### src/rtl/fb_port_arbiter.sv
// Framebuffer port arbiter: one single-port RAM shared by VGA scan-out, the Core,
// encoder-driven pixel plotting and a clear-screen engine (VGA > clear > round-robin Core/plot).
module fb_port_arbiter #(
    parameter int AW    = 15,
    parameter int DW    = 16,
    parameter int DEPTH = 19200
) (
    input  logic          clk,
    input  logic          rstN,
    input  logic          vga_req,
    input  logic [AW-1:0] vga_addr,
    output logic          vga_gnt,
    output logic          vga_rvalid,
    output logic [DW-1:0] vga_rdata,
    input  logic          core_req,
    input  logic          core_we,
    input  logic [AW-1:0] core_addr,
    input  logic [DW-1:0] core_wdata,
    output logic          core_gnt,
    output logic          core_rvalid,
    output logic [DW-1:0] core_rdata,
    input  logic          plot_req,
    input  logic [AW-1:0] plot_addr,
    input  logic [DW-1:0] plot_wdata,
    output logic          plot_gnt,
    input  logic          clr_start,
    input  logic [DW-1:0] clr_color,
    output logic          clr_busy,
    output logic          mem_en,
    output logic          mem_we,
    output logic [AW-1:0] mem_addr,
    output logic [DW-1:0] mem_wdata,
    input  logic [DW-1:0] mem_rdata
);

    typedef enum logic {IDLE, CLEAR} clrState_t;

    clrState_t     state;
    clrState_t     stateNext;
    logic [AW-1:0] clrAddr;
    logic [DW-1:0] clrColor;
    logic          clrWrite;
    logic          clrLast;
    logic          lastCore;
    logic          vgaRd_p1;
    logic          coreRd_p1;

    assign clrLast = (clrAddr == AW'(DEPTH - 1));

    always_comb begin
        vga_gnt   = 1'b0;
        core_gnt  = 1'b0;
        plot_gnt  = 1'b0;
        clrWrite  = 1'b0;
        mem_en    = 1'b0;
        mem_we    = 1'b0;
        mem_addr  = '0;
        mem_wdata = '0;
        stateNext = state;
        if (rstN) begin
            if (vga_req) begin
                vga_gnt  = 1'b1;
                mem_en   = 1'b1;
                mem_addr = vga_addr;
            end else if (state == CLEAR) begin
                clrWrite  = 1'b1;
                mem_en    = 1'b1;
                mem_we    = 1'b1;
                mem_addr  = clrAddr;
                mem_wdata = clrColor;
            // on a tie the requester not served last wins
            end else if (core_req && (!plot_req || !lastCore)) begin
                core_gnt  = 1'b1;
                mem_en    = 1'b1;
                mem_we    = core_we;
                mem_addr  = core_addr;
                mem_wdata = core_wdata;
            end else if (plot_req) begin
                plot_gnt  = 1'b1;
                mem_en    = 1'b1;
                mem_we    = 1'b1;
                mem_addr  = plot_addr;
                mem_wdata = plot_wdata;
            end
        end
        case (state)
            IDLE:    if (clr_start) stateNext = CLEAR;
            CLEAR:   if (clrWrite && clrLast) stateNext = IDLE;
            default: stateNext = IDLE;
        endcase
    end

    always_ff @(posedge clk) begin
        if (!rstN) state <= IDLE;
        else       state <= stateNext;
    end

    always_ff @(posedge clk) begin
        if (!rstN) begin
            clrAddr   <= '0;
            clrColor  <= '0;
            lastCore  <= 1'b1;
            vgaRd_p1  <= 1'b0;
            coreRd_p1 <= 1'b0;
        end else begin
            if (state == IDLE && clr_start) begin
                clrColor <= clr_color;
                clrAddr  <= '0;
            end else if (clrWrite) begin
                clrAddr <= clrLast ? '0 : clrAddr + AW'(1);
            end
            if (core_gnt)      lastCore <= 1'b1;
            else if (plot_gnt) lastCore <= 1'b0;
            vgaRd_p1  <= vga_gnt;
            coreRd_p1 <= core_gnt & ~core_we;
        end
    end

    // read data returns one cycle after the grant; suppressed if reset hits the data cycle
    assign vga_rvalid  = vgaRd_p1 & rstN;
    assign core_rvalid = coreRd_p1 & rstN;
    assign vga_rdata   = mem_rdata;
    assign core_rdata  = mem_rdata;
    assign clr_busy    = (state == CLEAR);

endmodule

### config.mk
export PLATFORM = sky130hd
export DESIGN_NAME = fb_port_arbiter
export DESIGN_NICKNAME = d
export VERILOG_FILES = /design/src/rtl/fb_port_arbiter.sv
export SDC_FILE = /design/constraint.sdc
export NUM_CORES = 1
export LEC_CHECK = 0
export CORE_UTILIZATION = 39
export DETAILED_ROUTE_END_ITERATION = 8
export PLACE_DENSITY = 0.84
export SETUP_SLACK_MARGIN = 0.1
export SLEW_MARGIN = 0
export SYNTH_ARGS = -nofsm -noshare
export SYNTH_HDL_FRONTEND = slang
export SYNTH_SLANG_ARGS = --single-unit
### constraint.sdc
create_clock -name clk -period 3.9 [get_ports clk]
set_input_delay 0.78 -clock clk [delete_from_list [all_inputs] [get_ports clk]]
set_output_delay 0.78 -clock clk [all_outputs]
set_load 0.005 [all_outputs]
* Word-level counts from Yosys, hierarchy flattened
Cells that the tools add are included.
** Cells by class
- $add $sub $neg :: 1
- $mul :: 0
- Div/mod/pow operators :: 0
- Order comparisons :: 0
- Equal/unequal tests :: 1
- Shift-type cells :: 0
- Mux-type cells :: 36
- Bitwise gates (word level) :: 6
- Reduce and logical (&&, ||, !) cells :: 8
** Operator list (number)
- 15-bit two-way mux :: 6
- 16-bit two-way mux :: 5
- 1-bit two-way mux :: 24
- 15-bit by 1-bit adder with 15-bit output, second input constant :: 1
- 15-bit equality test, second input constant :: 1
- 2-bit OR reduction :: 2
- 1-bit bitwise AND :: 3
- 1-bit logical AND :: 3
- 1-bit inverter :: 3
- 1-bit logical NOT :: 2
- 1-bit one-hot mux with 2 select lines :: 1
- 1-bit logical OR :: 1
** Word-level totals
- Register bits after elaboration :: 35
- Latch bits :: 0
- RAM bits :: 0
- ROM bits :: 0
- Input port bits :: 116
- Word-level logic and storage cells :: 58
- Memories kept :: 0

* Longest topological paths before layout
- Depth in word-level cells :: 8
- Mapped depth :: 7
- Mapped depth without buffers :: 5

* Least setup slack after synthesis
No wires, ideal clock.
- Path kind :: input to output
- Start :: input core_req
- End :: output mem_addr[10]
- Arrival time :: 1.859 ns
- Required time :: 3.120 ns
- Setup slack :: 1.261 ns
- Cell stages on the path :: 7
- Buffers on the path :: 3
- Cells stage by stage :: a21bo_1 -> buf_2 -> and2_1 -> buf_2 -> buf_6 -> a221oi_1 -> o31ai_1
** On the way
- Longest elaborated chain between the ends :: 5
** Ends and longest elaborated chain
- start: declaration :: RTL line 15 : input logic core_req,
- 1-bit logical AND :: RTL line 72 : end else if (core_req && (!plot_req || !lastCore)) begin
- 15-bit two-way mux :: RTL line 72
- 15-bit two-way mux :: RTL line 65 : end else if (state == CLEAR) begin
- 15-bit two-way mux :: RTL line 61 : if (vga_req) begin
- 15-bit two-way mux :: RTL line 60 : if (rstN) begin
- end: declaration :: RTL line 31 : output logic [AW-1:0] mem_addr,
Every way passes these cells.

* Worst setup path after layout
- Start :: input plot_req
- End :: output mem_addr[12]
** On the way
- Longest elaborated chain between the ends :: 7
- Elaborated cells between the ends (all ways) :: 8
- Those cells by class :: mux (5); reduce/logical (3)
** Ends and longest elaborated chain
- start: declaration :: RTL line 22 : input logic plot_req,
- 1-bit logical NOT :: RTL line 72
- 1-bit logical OR :: RTL line 72
- 1-bit logical AND :: RTL line 72
- 15-bit two-way mux (*) :: RTL line 72
- 15-bit two-way mux (*) :: RTL line 65
- 15-bit two-way mux (*) :: RTL line 61
- 15-bit two-way mux (*) :: RTL line 60
Every way passes the cells marked *; elsewhere a longest branch is shown, timed or not.

==> flow_summary_export.csv <==
group,metric,value,unit
status,outcome,"finished clean",
sta,report.final.slew_viol_count,0,
detailed_routing,wl,8890,um
global_routing,grt_pass1_wl,14200,um
layout,final_cells,568,
power,ir_worst_vdd,0.187,mV
layout,final_common_cell,"clkdlybuf4s50_1",
global_routing,grt_pass1_vias,2856,
critical_path,critPathMaxFanout,20,
critical_path,setup.worst_path.start_class,"input port",
yosys,async_flop_share,0,
global_routing,grt_max_degree,49,
clocking,clockBufferDepth,2,
placed_design,dpl.cell_count,560,
layout,antennaDiodeCount,0,
sta,fin_setup_tns,0,ns
global_routing,grt_remaining_overflow,0,
job,cap_violations,0,
placed_design,numPortBuffers,138,
detailed_routing,post_drt_wl_per_cell,15.7,um
yosys,ys_ff_latch,35,
floorplanning,core-area,6790,sq um
critical_path,arrival,2.88,ns
layout,layout.nets,588,
yosys,synth.distinct_cells,43,
floorplanning,die_h,86.1,um
layout,drive_above_1_share,0.0572,
floorplanning,die-area,7400,sq um
yosys,synth_edf_count,0,
floorplanning,pin_count,187,
global_routing,antenna_found_initial,0,
sta,min_period_over_period,0.939,
clocking,path_clk_slew,0.08,ns
clocking,post-cts-setup-buffer-count,0,
detailed_routing,num_vias,3037,
layout,fin_util,0.598,
sta,setup_viol,0,
placed_design,place_congestion,0.933,
detailed_routing,drc,0,
placed_design,dp_hpwl,6780,um
yosys,ys_warn_count,0,
layout,fin_area,4060,sq um
sta,fmax,0.273,GHz
layout,multi_input_area,1650,sq um
clocking,post_cts_resize_count,0,
critical_path,worst-setup-path-type,"in -> out",
yosys,syn-num-nets,499,
critical_path,crit_path_end_kind,"output pin",
hold_path,hp-class,"reg -> reg",
sta,relSlewSlack,0.334,
global_routing,grt_usage,0.241,
yosys,syn_area,2760,sq um
critical_path,critPathRequiredTime,3.12,ns
clocking,tritoncts,"built",
layout,syn_to_final_growth,47.5,%
power,total_power,0.00101,W
power,p_per_area,248,nW/um^2
detailed_routing,viasPerCell,5.35,
detailed_routing,drt-pass1-iter-count,4,
placed_design,placed_area,3950,sq um
layout,nFillCells,611,
layout,layout_common_cells,"clkdlybuf4s50_1, nand2_1, dfxtp_1",
clocking,cts_sinks,35,
power,leakage,1.44,nW
floorplanning,start_util,0.406,
clocking,cts_buffers,5,
floorplanning,fp-row-count,30,
detailed_routing,antenna_left,0,
layout,seqCellArea,702,sq um
yosys,syn_area_per_cell,7.21,sq um
yosys,postSynthCellCount,382,
sta,rsz0062_at_grt,"no",
clocking,insertion_delay,0.29,ns
detailed_routing,drt_iter0_markers,237,
sta,min_period,3.66,ns
yosys,synth.yosys.seq_area_share,0.254,
floorplanning,die_x,86.1,um
clocking,cts_root_buffer,"clkbuf_8",
clocking,htreeDepth,2,
yosys,synth_ff_type,"dfxtp_1",
sta,tightest_slew,0.997,ns
sta,hold_viol,0,
sta,clock_skew,0.00813,ns
[cell families after synthesis]
| family | after synthesis | share of synthesized area |
|---|---|---|
| compound gates | 95 | 0.249 |
| buf+inv | 66 | 0.149 |
| flops | 35 | 0.254 |
| xor+xnor | 10 | 0.0318 |
| fa+ha+maj | 1 | 0.00454 |
| simple gates | 175 | 0.311 |
[sequential cells by signal (all words and copies together) (netlist names)]
signal and cells:
clrColor 16, clrAddr 15, clr_busy 1, coreRd_p1 1
lastCore 1, vgaRd_p1 1
[worst paths after layout]
check | cells after the start | from | endpoint | slack (ns)
max | 7 | plot_req | mem_addr[12] | 0.24
min | 2 | clrColor[2] | clrColor[2] | 0.46
max reg2reg | 5 | clr_busy | clrAddr[13] | 1.31
min reg2reg | 2 | clrColor[2] | clrColor[2] | 0.46
[power by group]
group | internal [W] | switching [W] | total, W
Combinational | 0.000182 | 0.000113 | 0.000295
Clock | 0.000190 | 0.000137 | 0.000327
Sequential | 0.000369 | 0.0000157 | 0.000385
[area by class of cell]
type                            count  share of cell area
Multi-Input combinational cell    281               0.405
Timing Repair Buffer              148               0.365
Sequential cell                    35               0.173
Tap cell                           96              0.0296
Clock buffer                        5              0.0169
Clock inverter                      3              0.0108
[per-layer routing]
layer | share of wire | vias up | global-route usage
met5 | 0 | - | 0
met1 | 0.41 | 1410 | 0.300
met4 | 0.023 | 0 | 0.0939
li1 | - | 1482 | -
met2 | 0.50 | 118 | 0.412
met3 | 0.065 | 27 | 0.0414
[cells in the mapped netlist (2+ instances only)]
master     n  share of area
and3_1     3         0.0068
a21boi_0  11          0.030
nor2_1    14          0.019
and2_1     5          0.011
dfxtp_1   35           0.25
xor2_1     8          0.025
xnor2_1    2         0.0064
a221oi_1  15          0.048
nor4_1     2         0.0045
nand2_1   86           0.12
nand4_1    8          0.018
o21ai_0    3         0.0054
a21boi_1   6          0.016
nor2b_1   17          0.039
nor4b_1    2         0.0064
buf_6      4          0.016
nand3_1   23          0.042
and4_1     2         0.0064
nand2b_1   2         0.0045
a21o_1    16          0.044
buf_4     33          0.090
buf_2      7          0.013
and3b_1    2         0.0064
clkbuf_1  22          0.030
o31ai_1   17          0.046
a21oi_1   20          0.036
[metrics by stage]
stage               hold WS [ns]  setup WS [ns]
finish                     0.458          0.239
CTS                        0.460          0.198
global route               0.489          0.108
detailed placement         0.449          0.203
floorplan                  0.435           1.26
global placement           0.442          0.271
[critical path, cell delays in order]
cell and delay [ns]:
clkdlybuf4s50_1 0.45, buf_4 0.22, a21boi_2 0.17, buf_4 0.25, a221oi_1 0.12, o31ai_1 0.32
clkdlybuf4s50_1 0.56
[repair_timing]
action	4_1_cts	5_1_grt
setup endpoints to repair	0	1
hold buffers	0	0
hold endpoints to repair	0	0
(Power assumes the default switching activity.)
